==> src/rtl/prog_ctr_seq.sv <==
// Program-counter sequencer: latches the selected program, steps or jumps the
// instruction address, runs the start/done handshake and counts RUN cycles.
module prog_ctr_seq #(
    parameter logic [7:0]  START_P0 = 8'd0,
    parameter logic [7:0]  START_P1 = 8'd0,
    parameter logic [7:0]  START_P2 = 8'd0,
    parameter int unsigned CNT_W    = 16
) (
    input  logic             Clk,
    input  logic             Reset,
    input  logic             Start,
    input  logic [1:0]       Problem,
    input  logic             Stall,
    input  logic             Halt,
    input  logic             BranchEn,
    input  logic [7:0]       Jump,
    output logic [7:0]       ProgCtr,
    output logic [1:0]       ProblemQ,
    output logic             Busy,
    output logic             Done,
    output logic             Fault,
    output logic [CNT_W-1:0] CycleCnt
);

    localparam int unsigned PC_W  = 8;
    localparam int unsigned SEL_W = 2;

    localparam logic [SEL_W-1:0] PROB_ILLEGAL = 2'd3;
    localparam logic [CNT_W-1:0] CNT_MAX      = {CNT_W{1'b1}};

    typedef enum logic [1:0] {
        ST_IDLE = 2'd0,
        ST_RUN  = 2'd1,
        ST_DONE = 2'd2
    } state_e;

    state_e             state_q, state_d;
    logic [PC_W-1:0]    pc_q, pc_d;
    logic [SEL_W-1:0]   prob_q, prob_d;
    logic               busy_q, busy_d;
    logic               done_q, done_d;
    logic               fault_q, fault_d;
    logic [CNT_W-1:0]   cnt_q, cnt_d;
    logic [PC_W-1:0]    entry_pc;

    // Entry address for the requested program.
    always_comb begin
        entry_pc = START_P0;
        case (Problem)
            2'd0:    entry_pc = START_P0;
            2'd1:    entry_pc = START_P1;
            2'd2:    entry_pc = START_P2;
            default: entry_pc = START_P0;
        endcase
    end

    // Next-state and registered-output computation.
    always_comb begin
        state_d = state_q;
        pc_d    = pc_q;
        prob_d  = prob_q;
        cnt_d   = cnt_q;
        fault_d = 1'b0;

        case (state_q)
            ST_IDLE, ST_DONE: begin
                if (Start) begin
                    if (Problem == PROB_ILLEGAL) begin
                        fault_d = 1'b1;
                    end else begin
                        state_d = ST_RUN;
                        pc_d    = entry_pc;
                        prob_d  = Problem;
                        cnt_d   = '0;
                    end
                end
            end
            ST_RUN: begin
                // Every RUN edge counts, stalls and the halting edge included.
                if (cnt_q != CNT_MAX) begin
                    cnt_d = cnt_q + CNT_W'(1);
                end
                if (Stall) begin
                    pc_d = pc_q;
                end else if (Halt) begin
                    state_d = ST_DONE;
                end else if (BranchEn) begin
                    pc_d = Jump;
                end else begin
                    pc_d = pc_q + PC_W'(1);
                end
            end
            default: begin
                state_d = ST_IDLE;
            end
        endcase

        busy_d = (state_d == ST_RUN);
        done_d = (state_d == ST_DONE);
    end

    // State and output registers with synchronous reset.
    always_ff @(posedge Clk) begin
        if (Reset) begin
            state_q <= ST_IDLE;
            pc_q    <= '0;
            prob_q  <= '0;
            busy_q  <= 1'b0;
            done_q  <= 1'b0;
            fault_q <= 1'b0;
            cnt_q   <= '0;
        end else begin
            state_q <= state_d;
            pc_q    <= pc_d;
            prob_q  <= prob_d;
            busy_q  <= busy_d;
            done_q  <= done_d;
            fault_q <= fault_d;
            cnt_q   <= cnt_d;
        end
    end

    assign ProgCtr  = pc_q;
    assign ProblemQ = prob_q;
    assign Busy     = busy_q;
    assign Done     = done_q;
    assign Fault    = fault_q;
    assign CycleCnt = cnt_q;

endmodule
==> config.mk <==
export PLATFORM = sky130hd
export DESIGN_NAME = prog_ctr_seq
export DESIGN_NICKNAME = d
export VERILOG_FILES = /design/src/rtl/prog_ctr_seq.sv
export SDC_FILE = /design/constraint.sdc
export NUM_CORES = 1
export LEC_CHECK = 0
export CAP_MARGIN = 20
export CORE_ASPECT_RATIO = 1.4
export CORE_MARGIN = 5
export CORE_UTILIZATION = 25
export CTS_CLUSTER_DIAMETER = 100
export CTS_CLUSTER_SIZE = 30
export DETAILED_ROUTE_END_ITERATION = 10
export HOLD_SLACK_MARGIN = 0.03
export PLACE_DENSITY = 0.61
export RECOVER_POWER = 25
export SYNTH_ARGS = -nofsm -noshare
export SYNTH_HDL_FRONTEND = slang
export SYNTH_SLANG_ARGS = --single-unit
==> constraint.sdc <==
create_clock -name Clk -period 1.52 [get_ports Clk]
set_input_delay 0.304 -clock Clk [delete_from_list [all_inputs] [get_ports Clk]]
set_output_delay 0.304 -clock Clk [all_outputs]
set_load 0.05 [all_outputs]
==> flow_summary.json, run 1 <==
{
  "drive_above_1_share_pct": 48.2,
  "synthArstFlopShare_pct": 0,
  "wire_per_inst_um": 15.5,
  "tightest_slew_ps": 509,
  "design.core.area_mm2": 0.00653,
  "clock_latency_ps": 290,
  "cts_tree": "built",
  "antenna_found_initial": 0,
  "status": "finished with violations",
  "crit_type": "reg -> reg",
  "grt_max_degree": 30,
  "p_per_area_mw_per_mm2": 610,
  "ys_top_cells_by_area": "dfxtp_1, nand2_1, nor2_1",
  "synth_top_area_share_pct": 37.4,
  "critPathCaptureType": "register",
  "vias": 2066,
  "globalRouteTotalUtil_pct": 14.9,
  "cts-root-buf": "clkbuf_8",
  "routed_wl_um": 5910,
  "synth_common_cells": "dfxtp_1, nand2_1, nor2_1",
  "place_congestion": 0.897,
  "reg2reg_slack_ps": -100,
  "design.final.nets": 324,
  "cts.clk_slew.worst_paths_ps": 80,
  "n_antenna_cell": 0,
  "reg2reg_depth": 5,
  "fin_area_mm2": 0.00324,
  "drt_iter0_markers": 121,
  "rsz0062_at_grt": "yes",
  "arrival_ps": 1820,
  "finalSetupTns_ps": -604,
  "rr_startpoint": "CycleCnt[0]$_SDFFE_PP0P_",
  "r2r_end": "CycleCnt[14]$_SDFFE_PP0P_",
  "fp.dieH_um": 106,
  "drt-pass1-iter-count": 4,
  "startpoint_type": "register",
  "synth_cell_types": 44,
  "synth.avg_cell_area_um2": 8.37,
  "maxCapViolCount": 0,
  "synth_flop_cell": "dfxtp_1",
  "max_freq_ghz": 0.619,
  "syn_inst": 198,
  "cts_made_buffers": 5,
  "hp-class": "in -> reg",
  "start_util_pct": 25.4,
  "synth_top_area_cell": "dfxtp_1",
  "synth-seq-cells": 31,
  "htree_levels": 2,
  "grt_first_pass_wirelength_um": 10100,
  "syn2layout_area_growth_pct": 95.5,
  "whs_path_depth": 3,
  "hold_end": "ProgCtr[0]$_SDFFE_PP0P_",
  "synth_warnings": 0,
  "dpl_cell_area_mm2": 0.00298,
  "synth.cell_area_mm2": 0.00166,
  "viasPerCell": 5.42,
  "synth_nets": 216,
  "failed_checks": "negative setup slack",
  "hold_violations": 0,
  "postRouteAntennaNets": 0,
  "port_buffers": 44,
  "die_w_um": 78.8,
  "required_ps": 1720,
  "dp_hpwl_um": 4400,
  "clock_skew_ps": 12.0,
  "finalMaxSlewViolations": 0,
  "cts.sinks": 31,
  "finalPower_mw": 1.98,
  "post-route-util_pct": 49.7,
  "finalCritPeriodShare_pct": 106,
  "route.detailed.drc": 0,
  "grt_pass1_vias": 2145,
  "rows": 35,
  "ioPinCount": 45,
  "seq_area_frac_synth_pct": 37.4,
  "relSlewSlack_pct": 66.0,
  "crit_fanout": 4,
  "yosysMostFrequentCell": "dfxtp_1",
  "setup_viol": 15,
  "power.leakage_nw": 1.31,
  "ir_drop_mv": 0.439,
  "dieArea_mm2": 0.00838,
  "worstHoldStart": "BranchEn",
  "overflow": 0,
  "fin_ws_ps": -95.9,
  "clockBufferDepth": 2,
  "place_ws_ps": -477,
  "period_needed_ps": 1620,
  "synth_edf_count": 0
}
## routing by layer
metal  wire length, um  track usage [%]  vias to the layer above
met5                 0                0                        -
met4               233             7.99                        0
met3               257             2.80                       19
met2              3160             26.8                       72
met1              2260             16.3                      979
li1                  -                -                      996
## cells by family (layout without fill, tap and decap cells)
kind of cell	Yosys count	count (layout)	synth area share (%)
AND/OR/NAND/NOR	80	80	27.3
AO/OA/AOI/OAI	65	65	28.2
flip-flops	31	31	37.4
buffers and inverters	17	126	3.85
adder cells (fa/ha/maj)	2	2	1.51
multiplexers	2	2	1.21
XOR/XNOR	1	1	0.528
## worst max-delay path: stages (launching register included)
cell and delay [ps]:
dfxtp_4 360, ha_4 160, and4_4 230, nand4_1 180
or4_1 510, o211ai_1 100
## final cells by class
type / instances / area (um^2)
Clock buffer: 8 / 101
Fill cell: 587 / 3280
Inverter: 9 / 33.8
Multi-Input combinational cell: 150 / 1160
Sequential cell: 31 / 676
Tap cell: 74 / 92.6
Timing Repair Buffer: 109 / 1180
## report_power, final
part	internal, mW	leakage (nW)	switching, mW
registers	0.809	0.264	0.0138
logic	0.192	0.999	0.215
clock network	0.424	0.0506	0.323
total	1.42	1.31	0.551
## how the worst max path moves through the flow
| stage | startpoint | slack, ps | end |
|---|---|---|---|
| floorplan | CycleCnt[1]$_SDFFE_PP0P_ | -100 | CycleCnt[14]$_SDFFE_PP0P_ |
| global placement | Stall | -450 | ProgCtr[4]$_SDFFE_PP0P_ |
| detailed placement | Stall | -480 | ProgCtr[7]$_SDFFE_PP0P_ |
| CTS | state_q[1]$_SDFF_PP0_ | -70 | ProgCtr[7]$_SDFFE_PP0P_ |
| global route | CycleCnt[0]$_SDFFE_PP0P_ | -160 | CycleCnt[14]$_SDFFE_PP0P_ |
| finish | CycleCnt[0]$_SDFFE_PP0P_ | -100 | CycleCnt[14]$_SDFFE_PP0P_ |
## stage by stage
| stage | std cells | hold WS (ps) |
|---|---|---|
| final | 381 | 496 |
| after global routing | 381 | 527 |
| after CTS | 380 | 543 |
| after detailed placement | 367 | 532 |
| after global placement | 367 | 509 |
| after floorplan | 198 | 480 |
## sequential cells by signal, indices dropped and copies added (netlist names)
signal,count
Busy,1
CycleCnt,16
Done,1
Fault,1
ProblemQ,2
ProgCtr,8
state_q,2
## cells in the final DEF (no fill, tap or decap), types with 2 or more instances in the layout
master           instances
buf_4                   59
buf_12                  23
nand2_1                 18
nor2_1                  16
dfxtp_1                 13
dfxtp_4                 13
clkdlybuf4s50_1         11
inv_1                    9
o211ai_1                 8
nand4_1                  7
a21oi_1                  7
o21ai_0                  6
a311oi_2                 6
dlymetal6s2s_1           6
dfxtp_2                  5
a41oi_1                  5
or4_1                    5
nor3_1                   5
clkbuf_8                 5
buf_6                    5
and3_1                   4
nand3_1                  4
a31oi_1                  4
nand2b_1                 3
a21oi_2                  3
a211oi_2                 3
a22oi_1                  3
o22ai_2                  3
clkbuf_1                 3
dlygate4sd2_1            3
or3_4                    2
and2_1                   2
nor4_1                   2
o21ai_2                  2
mux2i_1                  2
o21ai_1                  2
## what timing repair did
item                                    in CTS  in global routing
setup buffers                                6                  1
pin swaps                                   17                 10
resized for setup                           32                 12
endpoints found under the setup margin      22                 22
hold buffers                                 0                  0
(Power assumes the default switching activity.)
==> run 2: changes to the inputs <==
--- a/config.mk
+++ b/config.mk
@@ -13,7 +13,7 @@
 export CTS_CLUSTER_SIZE = 30
 export DETAILED_ROUTE_END_ITERATION = 10
 export HOLD_SLACK_MARGIN = 0.03
-export PLACE_DENSITY = 0.61
+export PLACE_DENSITY = 0.59
 export RECOVER_POWER = 25
 export SYNTH_ARGS = -nofsm -noshare
 export SYNTH_HDL_FRONTEND = slang
==> constraint.sdc (replaced) <==
create_clock -name Clk -period 2.1 [get_ports Clk]
set_input_delay 0.42 -clock Clk [delete_from_list [all_inputs] [get_ports Clk]]
set_output_delay 0.42 -clock Clk [all_outputs]
set_load 0.05 [all_outputs]
==> flow_summary.json, run 2 (synthesis results as in run 1) <==
{
  "hp-class": "reg -> reg",
  "period_needed_ps": 2030,
  "tightest_slew_ps": 729,
  "required_ps": 1680,
  "vias": 1777,
  "finalSetupTns_ps": 0,
  "layout_common_cells": "clkdlybuf4s50_1, dfxtp_1, nand2_1",
  "critPathCaptureType": "output port",
  "largest_reg_flops": 16,
  "design.final.nets": 274,
  "port_buffers": 44,
  "status": "finished clean",
  "route.detailed.drc": 0,
  "htree_levels": 2,
  "finalCritPeriodShare_pct": 96.5,
  "clockBufferDepth": 2,
  "slowest_stage": "clkdlybuf4s50_1",
  "rows": 35,
  "crit_type": "reg -> out",
  "rsz0062_at_grt": "no",
  "finalMaxSlewViolations": 0,
  "fin_ws_ps": 72.6,
  "drt-pass1-iter-count": 4,
  "relSlewSlack_pct": 50.8,
  "power.leakage_nw": 0.779,
  "fillers": 678,
  "n_antenna_cell": 0,
  "globalRouteTotalUtil_pct": 12.4,
  "cp_top_family": "buffers and inverters",
  "hold_violations": 0,
  "antenna_found_initial": 0,
  "cts_setup_buffers": 0,
  "fp.dieH_um": 106,
  "grt_max_degree": 30,
  "p_per_area_mw_per_mm2": 545,
  "mostFrequentLayoutCell": "clkdlybuf4s50_1",
  "start_util_pct": 25.4,
  "wire_per_inst_um": 15.8,
  "stdcell_count": 331,
  "clock_latency_ps": 280,
  "syn2layout_area_growth_pct": 41.1,
  "crit_fanout": 7,
  "cp_cell_sequence": "clkdlybuf4s50_1",
  "cts.sinks": 31,
  "place_ws_ps": -54.6,
  "clock_skew_ps": 5.32,
  "cts_tree": "built",
  "die_w_um": 78.8,
  "viasPerCell": 5.37,
  "drt_iter0_markers": 115,
  "maxCapViolCount": 0,
  "place_congestion": 0.821,
  "startpoint_type": "register",
  "cts-root-buf": "clkbuf_8",
  "dp_cells": 323,
  "grt_pass1_vias": 1686,
  "ir_drop_mv": 0.213,
  "path_buf_inv": 1,
  "design.core.area_mm2": 0.00653,
  "arrival_ps": 1610,
  "ioPinCount": 45,
  "dieArea_mm2": 0.00838,
  "cts_made_buffers": 5,
  "max_stage_delay_ps": 860,
  "grt_first_pass_wirelength_um": 8290,
  "overflow": 0,
  "routed_wl_um": 5220,
  "finalPower_mw": 1.28,
  "cts.clk_slew.worst_paths_ps": 60,
  "postRouteAntennaNets": 0,
  "setup_viol": 0,
  "max_freq_ghz": 0.493,
  "dp_hpwl_um": 3860,
  "drive_above_1_share_pct": 11.3
}
==> run 2: changes by cell type in the layout (fill, tap and decap cells not counted), moves of 13 or more <==
cell,change
buf_12,-23
buf_4,-47
clkdlybuf4s50_1,+27
dfxtp_1,+17
dfxtp_4,-13
==> run 2: power breakdown <==
group / total, mW / switching (mW) / internal, mW
clock network: 0.453 / 0.221 / 0.232
registers: 0.611 / 0.0118 / 0.600
logic: 0.211 / 0.123 / 0.0885
total: 1.28 / 0.356 / 0.920
==> run 2: worst reg2reg max path, stage by stage, from the launching register on <==
cell and delay, ps:
dfxtp_1 380, ha_1 210, buf_4 140, and4_1 260
nand4_1 220, or4_1 520, o211ai_1 110
==> run 2: path summary, 6_finish.rpt <==
path                                 start                         to  slack (ps)  cells past startpoint
setup reg to reg  CycleCnt[1]$_SDFFE_PP0P_  CycleCnt[14]$_SDFFE_PP0P_         190                      6
hold / removal    CycleCnt[0]$_SDFFE_PP0P_   CycleCnt[0]$_SDFFE_PP0P_         490                      1
hold reg to reg   CycleCnt[0]$_SDFFE_PP0P_   CycleCnt[0]$_SDFFE_PP0P_         490                      1
setup / recovery  CycleCnt[3]$_SDFFE_PP0P_                CycleCnt[3]          70                      1
==> run 2: layout make-up <==
class                      instances  area (um^2)  share of cell area, %
timing repair buffer              59          531                   22.7
clock buffer                       7         76.3                   3.26
clock inverter                     1         5.00                  0.214
multi-input combinational        150          980                   41.9
inverter                           9         33.8                   1.44
tap                               74         92.6                   3.96
sequential                        31          622                   26.6
==> run 2: per-layer routing <==
metal | GRT usage (%) | part of all wire [%] | up-vias | wire length (um)
met3 | 3.81 | 6.5 | 6 | 338
met4 | 4.05 | 1.1 | 0 | 57
li1 | - | - | 892 | -
met1 | 14.2 | 42 | 821 | 2190
met2 | 21.7 | 51 | 58 | 2640
met5 | 0 | 0 | - | 0
==> run 2: per-stage QoR <==
step	hold WS (ps)	util (%)	area [um^2]
finish	486	35.9	2340
detailed placement	485	34.8	2270
global placement	481	34.8	2270
global route	513	35.9	2340
CTS	497	36.1	2360
floorplan	579	-	1660
==> run 2: what timing repair did <==
item                       in CTS  in global routing
gates resized for setup         1                  0
hold buffers                    0                  0
setup endpoints to repair       1                  0
==> run 3: changes to the inputs <==
--- a/config.mk
+++ b/config.mk
@@ -13,7 +13,7 @@
 export CTS_CLUSTER_SIZE = 30
 export DETAILED_ROUTE_END_ITERATION = 10
 export HOLD_SLACK_MARGIN = 0.03
-export PLACE_DENSITY = 0.59
+export PLACE_DENSITY = 0.51
 export RECOVER_POWER = 25
 export SYNTH_ARGS = -nofsm -noshare
 export SYNTH_HDL_FRONTEND = slang
==> constraint.sdc (replaced) <==
create_clock -name Clk -period 2.59 [get_ports Clk]
set_input_delay 0.518 -clock Clk [delete_from_list [all_inputs] [get_ports Clk]]
set_output_delay 0.518 -clock Clk [all_outputs]
set_load 0.05 [all_outputs]
==> flow_summary.json, run 3 (synthesis results as in run 1) <==
{
  "max_freq_ghz": 0.452,
  "finalSetupTns_ps": 0,
  "clockBufferDepth": 2,
  "htree_levels": 2,
  "cts.sinks": 31,
  "place_congestion": 0.778,
  "reg2reg_depth": 5,
  "rows": 35,
  "overflow": 0,
  "post-route-util_pct": 35.1,
  "startpoint_type": "primary input",
  "dp_hpwl_um": 3860,
  "r2r_end": "CycleCnt[15]$_SDFFE_PP0P_",
  "cts-root-buf": "clkbuf_8",
  "combinationalPowerShare_pct": 14.9,
  "power_frac_clock_pct": 39.2,
  "start_util_pct": 25.4,
  "relSlewSlack_pct": 46.3,
  "grt_first_pass_wirelength_um": 8640,
  "stdcell_count": 321,
  "ioPinCount": 45,
  "clock_latency_ps": 280,
  "status": "finished clean",
  "port_buffers": 44,
  "design.final.nets": 264,
  "critPathCaptureType": "register",
  "viasPerCell": 5.44,
  "grt_pass1_vias": 1692,
  "maxCapViolCount": 0,
  "hold_violations": 0,
  "setup_viol": 0,
  "drt_iter0_markers": 72,
  "ir_drop_mv": 0.148,
  "fillers": 718,
  "seqPwrFrac_pct": 45.9,
  "layout_common_cells": "clkdlybuf4s50_1, dfxtp_1, nand2_1",
  "largest_reg_flops": 16,
  "rsz0062_at_grt": "no",
  "fp.dieH_um": 106,
  "die_w_um": 78.8,
  "p_per_area_mw_per_mm2": 471,
  "antenna_found_initial": 0,
  "period_needed_ps": 2210,
  "worstHoldStart": "ProblemQ[1]$_SDFFE_PP0P_",
  "reg2reg_slack_ps": 410,
  "finalPower_mw": 1.08,
  "wire_per_inst_um": 16.4,
  "finalMaxSlewViolations": 0,
  "rr_startpoint": "CycleCnt[0]$_SDFFE_PP0P_",
  "arrival_ps": 2430,
  "cp-startpoint": "Halt",
  "cts_tree": "built",
  "cts_resized": 0,
  "finalCritPeriodShare_pct": 85.5,
  "globalRouteTotalUtil_pct": 12.9,
  "syn2layout_area_growth_pct": 38.1,
  "design.core.area_mm2": 0.00653,
  "intPower_mw": 0.791,
  "n_antenna_cell": 0,
  "route.detailed.drc": 0,
  "required_ps": 2810,
  "crit_fanout": 6,
  "mostFrequentLayoutCell": "clkdlybuf4s50_1",
  "drt-pass1-iter-count": 4,
  "cts.clk_slew.worst_paths_ps": 70,
  "dp_cells": 313,
  "crit_type": "in -> reg",
  "swShare_pct": 26.6,
  "vias": 1747,
  "postRouteAntennaNets": 0,
  "grt_max_degree": 30,
  "cts_made_buffers": 5,
  "hp-class": "reg -> reg",
  "dieArea_mm2": 0.00838,
  "ctsHoldBuffers": 0,
  "power.leakage_nw": 0.747,
  "routed_wl_um": 5270,
  "tightest_slew_ps": 796,
  "cp-endpoint": "ProgCtr[7]$_SDFFE_PP0P_",
  "cts_setup_buffers": 0,
  "clock_skew_ps": 6.41,
  "drive_above_1_share_pct": 6.88,
  "holdWs_ps": 498,
  "p_switching_mw": 0.287
}
==> run 3: layer usage <==
metal,vias up,share of wire (%),GRT usage (%)
met1,827,43,15.3
met5,-,0,0
li1,864,-,-
met4,0,0.99,5.04
met2,52,50,22.2
met3,4,5.4,3.05
==> run 3: stage by stage <==
stage	worst slack (ps)	area, um^2
after floorplan	480	1660
after global placement	280	2200
after detailed placement	269	2200
after CTS	342	2300
after global routing	143	2290
final	376	2290
==> run 3: worst min path at each step <==
stage | endpoint | slack, ps | depth (start not counted)
2_1_floorplan | Done$_SDFF_PP0_ | 580 | 3
6_report | ProblemQ[1]$_SDFFE_PP0P_ | 500 | 2
5_1_grt | ProblemQ[1]$_SDFFE_PP0P_ | 530 | 2
4_1_cts | ProblemQ[1]$_SDFFE_PP0P_ | 500 | 2
3_5_place_dp | ProblemQ[1]$_SDFFE_PP0P_ | 490 | 2
3_3_place_gp | ProblemQ[1]$_SDFFE_PP0P_ | 490 | 2
==> run 3: cell type report <==
type	count	area (um^2)	area share [%]
inverters	9	33.8	1.48
well taps	74	92.6	4.04
multi-input cells	150	968	42.3
repair buffers	49	474	20.7
clock buffers	8	100	4.37
flip-flops and latches	31	621	27.1
==> run 3: worst max-delay path, stage by stage <==
cell and delay, ps:
dlygate4sd3_1 600, or4b_1 660, or3_4 400, o22ai_2 120
a32o_1 130
==> run 3: power by group through the flow <==
stage,logic [mW],registers (mW),clock network [mW]
global placement,0.165,0.507,0
finish,0.160,0.496,0.423
detailed placement,0.165,0.507,0
CTS,0.165,0.496,0.438
global route,0.175,0.498,0.461
floorplan,0.0711,0.530,0
